--- config.mk ---
export PLATFORM = sky130hd
export DESIGN_NAME = fnd_scan_decoder
export DESIGN_NICKNAME = d
export VERILOG_FILES = /design/src/rtl/fnd_scan_decoder.sv
export SDC_FILE = /design/constraint.sdc
export NUM_CORES = 1
export LEC_CHECK = 0
export BUFFER_PORTS_ARGS = -buffer_cell sky130_fd_sc_hd__buf_2
export CAP_MARGIN = 20
export CORE_ASPECT_RATIO = 2
export CORE_MARGIN = 2
export CORE_UTILIZATION = 45
export CTS_BUF_LIST = sky130_fd_sc_hd__clkbuf_2
export DETAILED_ROUTE_END_ITERATION = 10
export PLACE_DENSITY = 0.61
export SLEW_MARGIN = 20
export SYNTH_ARGS = -nofsm -noshare
export SYNTH_HDL_FRONTEND = slang
export SYNTH_SLANG_ARGS = --single-unit
--- constraint.sdc ---
create_clock -name clk -period 2.6 [get_ports clk]
set_input_delay 0 -clock clk [delete_from_list [all_inputs] [get_ports clk]]
set_output_delay 0 -clock clk [all_outputs]
set_load 0.02 [all_outputs]
--- src/rtl/fnd_scan_decoder.sv ---
// Receive-side decoder for a 4-digit multiplexed FND scan: filters strobe/segment pairs,
// decodes segment codes back to BCD digits and decimal points, and assembles complete frames.
module fnd_scan_decoder #(
  parameter int STABLE_CYCLES  = 16,
  parameter int TIMEOUT_CYCLES = 400_000
) (
  input  logic        clk,
  input  logic        rst,
  input  logic [3:0]  fnd_digit,
  input  logic [7:0]  fnd_data,
  output logic [15:0] digits,
  output logic [3:0]  dots,
  output logic        frame_valid,
  output logic        frame_err,
  output logic        scan_lost
);

  localparam int STAB_W = (STABLE_CYCLES > 2) ? $clog2(STABLE_CYCLES) : 1;
  localparam int TO_W   = $clog2(TIMEOUT_CYCLES + 1);

  localparam logic [STAB_W-1:0] STAB_LAST = STAB_W'(STABLE_CYCLES - 1);
  localparam logic [STAB_W-1:0] STAB_ARM  = STAB_W'(STABLE_CYCLES - 2);
  localparam logic [TO_W-1:0]   TO_LIMIT  = TO_W'(TIMEOUT_CYCLES);

  typedef enum logic [1:0] {
    SEG_DIGIT,
    SEG_DOT_ON,
    SEG_DOT_OFF,
    SEG_BAD
  } seg_kind_e;

  logic [3:0]        digit_in_q, digit_in_d;
  logic [7:0]        data_in_q, data_in_d;
  logic [STAB_W-1:0] stab_cnt_q, stab_cnt_d;
  logic              acc_valid_q, acc_valid_d;
  logic [3:0]        acc_digit_q, acc_digit_d;
  logic [7:0]        acc_data_q, acc_data_d;
  logic [TO_W-1:0]   to_cnt_q, to_cnt_d;
  logic [3:0]        seen_q, seen_d;
  logic              err_pend_q, err_pend_d;
  logic [15:0]       digits_q, digits_d;
  logic [3:0]        dots_q, dots_d;
  logic              frame_valid_q, frame_valid_d;
  logic              frame_err_q, frame_err_d;
  logic              scan_lost_q, scan_lost_d;

  logic              pair_changed;
  logic              pos_ok;
  logic [1:0]        pos;
  seg_kind_e         seg_kind;
  logic [3:0]        seg_value;

  // Input register and stability filter; one accept fires per stable pair.
  always_comb begin
    digit_in_d   = fnd_digit;
    data_in_d    = fnd_data;
    pair_changed = ({fnd_digit, fnd_data} != {digit_in_q, data_in_q});
    stab_cnt_d   = stab_cnt_q;
    if (pair_changed) begin
      stab_cnt_d = '0;
    end else if (stab_cnt_q != STAB_LAST) begin
      stab_cnt_d = stab_cnt_q + STAB_W'(1);
    end
    acc_valid_d = !pair_changed && (stab_cnt_q == STAB_ARM);
    acc_digit_d = digit_in_q;
    acc_data_d  = data_in_q;
  end

  always_comb begin
    pos_ok = 1'b1;
    pos    = 2'd0;
    case (acc_digit_q)
      4'b1110: pos = 2'd0;
      4'b1101: pos = 2'd1;
      4'b1011: pos = 2'd2;
      4'b0111: pos = 2'd3;
      default: pos_ok = 1'b0;
    endcase
  end

  always_comb begin
    seg_kind  = SEG_DIGIT;
    seg_value = 4'd0;
    case (acc_data_q)
      8'hC0: seg_value = 4'd0;
      8'hF9: seg_value = 4'd1;
      8'hA4: seg_value = 4'd2;
      8'hB0: seg_value = 4'd3;
      8'h99: seg_value = 4'd4;
      8'h92: seg_value = 4'd5;
      8'h82: seg_value = 4'd6;
      8'hF8: seg_value = 4'd7;
      8'h80: seg_value = 4'd8;
      8'h90: seg_value = 4'd9;
      8'h7F: seg_kind  = SEG_DOT_ON;
      8'hFF: seg_kind  = SEG_DOT_OFF;
      default: seg_kind = SEG_BAD;
    endcase
  end

  // Frame assembly and scan timeout; a valid accept takes priority over the terminal count.
  always_comb begin
    logic [3:0] seen_next;
    digits_d      = digits_q;
    dots_d        = dots_q;
    seen_d        = seen_q;
    err_pend_d    = err_pend_q;
    frame_valid_d = 1'b0;
    frame_err_d   = 1'b0;
    scan_lost_d   = scan_lost_q;
    to_cnt_d      = to_cnt_q;
    seen_next     = seen_q | (4'b0001 << pos);

    if (acc_valid_q && pos_ok) begin
      to_cnt_d    = '0;
      scan_lost_d = 1'b0;
      case (seg_kind)
        SEG_DIGIT: begin
          digits_d[{pos, 2'b00} +: 4] = seg_value;
          if (seen_next == 4'b1111) begin
            frame_valid_d = 1'b1;
            frame_err_d   = err_pend_q;
            seen_d        = 4'b0000;
            err_pend_d    = 1'b0;
          end else begin
            seen_d = seen_next;
          end
        end
        SEG_DOT_ON:  dots_d[pos] = 1'b1;
        SEG_DOT_OFF: dots_d[pos] = 1'b0;
        default:     err_pend_d  = 1'b1;
      endcase
    end else if (to_cnt_q != TO_LIMIT) begin
      to_cnt_d = to_cnt_q + TO_W'(1);
      if (to_cnt_q == TO_LIMIT - TO_W'(1)) begin
        scan_lost_d = 1'b1;
        seen_d      = 4'b0000;
        err_pend_d  = 1'b0;
      end
    end
  end

  always_ff @(posedge clk) begin
    if (rst) begin
      digit_in_q    <= 4'hF;
      data_in_q     <= 8'hFF;
      stab_cnt_q    <= '0;
      acc_valid_q   <= 1'b0;
      acc_digit_q   <= 4'hF;
      acc_data_q    <= 8'hFF;
      to_cnt_q      <= '0;
      seen_q        <= 4'b0000;
      err_pend_q    <= 1'b0;
      digits_q      <= 16'h0000;
      dots_q        <= 4'b0000;
      frame_valid_q <= 1'b0;
      frame_err_q   <= 1'b0;
      scan_lost_q   <= 1'b0;
    end else begin
      digit_in_q    <= digit_in_d;
      data_in_q     <= data_in_d;
      stab_cnt_q    <= stab_cnt_d;
      acc_valid_q   <= acc_valid_d;
      acc_digit_q   <= acc_digit_d;
      acc_data_q    <= acc_data_d;
      to_cnt_q      <= to_cnt_d;
      seen_q        <= seen_d;
      err_pend_q    <= err_pend_d;
      digits_q      <= digits_d;
      dots_q        <= dots_d;
      frame_valid_q <= frame_valid_d;
      frame_err_q   <= frame_err_d;
      scan_lost_q   <= scan_lost_d;
    end
  end

  assign digits      = digits_q;
  assign dots        = dots_q;
  assign frame_valid = frame_valid_q;
  assign frame_err   = frame_err_q;
  assign scan_lost   = scan_lost_q;

endmodule
-- Yosys cells after proc, flatten, opt, wreduce, memory -nomap -nowiden
Cells that the tools add are included.
Widths: inputs -> output; s select.
- register bits: 76
- bits in latches: 0
- memory bits (writable): 0
- ROM bits: 0
- bits of input ports: 14
- output and inout bits: 23
- word-level logic and storage cells: 95
- memories: 0
- $add $sub $neg: 3
- multiply operators: 0
- divide/modulo/power cells: 0
- order comparisons: 2
- equality and inequality tests: 27
- shift-type cells: 3
- multiplexer cells: 19
- bitwise logic cells: 7
- reduce and logical (&&, ||, !) cells: 20
- operators with widths (cell ; number):
    $eq 8x8->1 const B ; 11
    $pmux 4 s9 ; 1
    $eq 4x4->1 const B ; 5
    $mux 4 ; 5
    $add 19x1->19 const B ; 1
    $eq 19x19->1 const B ; 1
    $ne 19x19->1 const B ; 1
    $bwmux 16 ; 1
    $shift 4x6->16 const A ; 1
    $shiftx 4x6->16 ; 1
    $ne 12x12->1 ; 1
    $pmux 2 s3 ; 2
    $reduce_or 10->1 ; 1
    $eq 8x7->1 const B ; 1
    $or 4x4->4 ; 2
    $pmux 4 s2 ; 1
    $reduce_or 4->1 ; 2
    $mux 1 ; 7
    $neg 4->6 ; 1
    $reduce_and 2->1 ; 3
    $reduce_bool 2->1 ; 3
    $reduce_or 2->1 ; 3
    $add 4x1->4 const B ; 1
    $and 4x4->4 ; 1
    20 further kinds ; 24

-- Longest topological paths before layout
- word-level depth: 9
- gate-level depth with buffers: 9
- depth with buffers taken out: 8

-- Least setup slack after synthesis
No wires, ideal clock.
- kind: register to register
- from: reg acc_data_q[6]
- to: reg digits_q[5], in the netlist digits[5]
- library setup time: 121 ps
- arrival time: 2195 ps
- data required time: 2479 ps
- path slack: 283 ps
- stages on the path, launching flop included: 9
- buffers on the path: 0
- period minus slack after synthesis: 2317 ps
- cell sequence: dfxtp_1 > nand3_1 > nor2_1 > nand2_1 > ha_1 > o311a_1 > a211oi_4 > nand2_4 > mux2_4
- word-level cells in the longest chain between the ends: 5
- elaborated cells on any way between the ends: 19
- those cells by class: 12 x eq/ne; 1 x shift; 3 x mux; 3 x reduce/logical
- RTL lines (item ; line ; RTL):
    from (decl) ; 37 ; logic [7:0] acc_data_q, acc_data_d;
    from (signal assigned) ; 165 ; acc_data_q <= acc_data_d;
    $eq 8x8->1 ; 84 ; case (acc_data_q)
    $reduce_or 10->1 (no source line) ; n/a ;
    $pmux 2 s3 ; 84 ;
    $logic_not 2->1 ; 117 ; case (seg_kind)
    $reduce_and 2->1 (no source line) ; n/a ;
    to (signal assigned) ; 169 ; digits_q <= digits_d;
    to (decl) ; 41 ; logic [15:0] digits_q, digits_d;
Several ways; a longest one is shown, not always the timed one.
A chain may end at the register's enable or synchronous reset.

-- Worst setup path after layout
Same ends and word-level chain as after synthesis.

==> results.cfg <==
[setup_path]
crit_type = flip-flop to flip-flop
endpoint_kind = flip-flop
startpoint = acc_data_q[6]
reg2reg_slack_ns = 0.14
path_cells = nand3_1 > or3_1 > ha_1 > o311a_1 > a211oi_4 > buf_4 > nand2_4 > mux2_4
cp_top_family = simple AND/OR/NAND/NOR gates
crit_buf_inv = 1
worstPathMaxFanout = 7
crit_required_ns = 3.05
r2r-start = acc_data_q[6]
crit_path_max_incr_delay_ns = 0.49
critPathLaunchType = flip-flop
cp.arrival_ns = 2.90
slowest_stage = dfxtp_1

[drt]
drc = 0
wl_per_cell_um = 13.66
drt-initial-drc-count = 162
vias = 2716
firstDrtPassIters = 4
wl_um = 7009
final_antenna_net_count = 0
vias_per_cell = 5.294

[global_routing]
overflow = 0
grt_pass1_vias = 2603
grt_max_degree = 27
antenna_found_initial = 1
grt_pass1_wl_um = 11820
grt_usage_pct = 18.58

[synth]
synth_nets = 376
yosysMostFrequentCell = dfxtp_1
netlist_area_sq_um = 3390
synth_area_leaders = dfxtp_1 45%, xor2_1 4.7%, or2_2 4.6%, nor2_1 3.7%, mux2i_1 3.5%
ys_ff_latch = 76
synth_top_cell_by_area = dfxtp_1
async_flop_share_pct = 0
synth_commonest_cells = 76 x dfxtp_1, 33 x nor2_1, 25 x or2_2
yosysUniqueCellTypes = 56
synth_cells = 356
synth_flop_cell = dfxtp_1
ys_warn_count = 0
synth_top_area_share_pct = 44.89
avgSynthCellArea_sq_um = 9.521
synth_edf_count = 0
yosysSeqAreaShare_pct = 44.89

[sta]
timing.hold.ws_ns = 0.1862
relSlewSlack_pct = 54.70
tightest_slew_ns = 0.6754
clock_skew_ns = 0.03317
period_share_pct = 94.46
min_period_ns = 2.456
setup_viol = 0
hold_violations = 0
max_freq_ghz = 0.4072
maxSlewViolCount = 0

[clocking]
cts_buffers = 9
cts_htree_levels = 3
root_buffer = clkbuf_2
clk_pin_slew_worst_paths_ns = 0.20
cts_tree = done
clkLatencyLatePin_ns = 0.56
clock_path_buffers = 2
cts_num_sinks = 76

[place]
place_area_sq_um = 3665
io_buffer_count = 36
gp_congestion = 0.7933
dpl.hpwl_um = 5057

[die]
die_h_um = 126.7
ios = 37
coreArea_sq_um = 7267
dieArea_sq_um = 8285
die_w_um = 65.37
num_rows = 44
initial_core_util_pct = 46.64

[layout]
postLayoutCoreUtil_pct = 54.56
layout-drive-gt1-share_pct = 22.62
final_nets = 435
final_area_sq_um = 3965
areaGrowthSynthToFinish_pct = 16.98
fillers = 712

[power]
ir_worst_vdd_uv = 424.0
p_leak_uw = 0.001620
powerDensity_nw_per_um2 = 510.6

[worst_hold_path]
min_from = fnd_data[4]
hold_path.class = input port to flip-flop

[flow_run]
max-cap-violations = 0

[status]
status = finished clean
-- final timing paths --
path,to,depth (start not counted)
min reg2reg,digits[9],2
min,acc_data_d[4],3
max,digits[5],8
max reg2reg,digits[5],8
-- cell type report --
cell class	count	area (sq um)	share of cell area (%)
timing repair buffer	61	407.9	10.29
clock buffer	10	50.05	1.262
antenna	1	2.502	0.06311
tap	92	115.1	2.903
multi-input combinational	259	1773	44.71
inverter	8	30.03	0.7573
sequential	76	1521	38.37
clock inverter	6	65.06	1.641
-- power breakdown --
group	switching, uW	internal, uW	total, uW
sequential	22.7	1190	1210
combinational	83.2	79.8	163
clock	425	226	650
total	531	1490	2020
-- through the flow --
step | cells | setup WS, ns | setup TNS, ns | power (uW)
2_1_floorplan | 356 | 0.2834 | 0 | 1332
3_3_place_gp | 477 | 0.1645 | 0 | 1377
3_5_place_dp | 477 | 0.09526 | 0 | 1379
4_1_cts | 509 | 0.04915 | 0 | 2044
5_1_grt | 513 | -0.03115 | -0.03688 | 2118
6_report | 513 | 0.1440 | 0 | 2025
-- flip-flops by register name, indices dropped and copies added, names as in the netlist, named ones only --
register,cells
to_cnt_q,19
digits,16
acc_data_d,8
acc_data_q,8
acc_digit_d,4
acc_digit_q,4
seen_q,4
stab_cnt_q,4
acc_valid_q,1
err_pend_q,1
frame_err,1
frame_valid,1
scan_lost,1
-- per-layer routing --
metal	vias up	GRT usage [%]	share of wire, %
li1	1370	-	-
met1	1262	19.30	40
met3	18	4.521	4.0
met4	0	9.804	3.0
met5	-	0	0
met2	66	33.31	53
-- kinds of logic (layout without fill, tap and decap cells) --
family / after synthesis / after routing / synth area share [%]
AOI/OAI and AO/OA: 46 / 46 / 10.85
xor gates and xnor gates: 31 / 31 / 8.010
adders and majority gates: 6 / 6 / 2.215
buffers and inverters: 21 / 85 / 2.805
DFF: 76 / 76 / 44.89
muxes: 13 / 13 / 3.987
other: 0 / 1 / 0
and+or+nand+nor: 163 / 163 / 27.24
-- cells in the final DEF, fill, tap and decap left out, types with 3 or more instances in the layout --
master | netlist | routed
buf_2 | 1 | 36
and3_1 | 7 | 7
and2_1 | 8 | 8
and4_1 | 4 | 4
nor3_1 | 4 | 4
nand3_1 | 14 | 14
a22o_1 | 4 | 4
nor2_1 | 33 | 33
a211oi_1 | 3 | 3
mux2i_1 | 12 | 12
nand2b_1 | 7 | 7
or3_1 | 6 | 6
or2_2 | 25 | 25
clkbuf_2 | 0 | 10
nor4_1 | 4 | 4
buf_4 | 0 | 9
dlygate4sd3_1 | 0 | 16
o21ai_0 | 6 | 6
ha_1 | 6 | 6
nand2_1 | 21 | 21
xor2_1 | 18 | 18
inv_1 | 8 | 8
a31oi_1 | 4 | 4
dfxtp_1 | 76 | 76
a21oi_1 | 10 | 10
xnor2_1 | 13 | 13
nand4_1 | 9 | 9
and4b_1 | 6 | 6
-- repair_timing --
item,CTS,global route
setup endpoints to repair,0,15
hold buffers,16,0
buffers inserted,0,3
resized for setup,0,0
hold endpoints to repair,25,0
-- worst reg2reg max path, stage by stage, from the launching register on --
cell      delay, ns
dfxtp_1        0.49
nand3_1        0.18
or3_1          0.41
ha_1           0.21
o311a_1        0.21
a211oi_4       0.31
buf_4          0.20
nand2_4        0.07
mux2_4         0.29
Note: power is estimated with default switching activity, not from simulation.
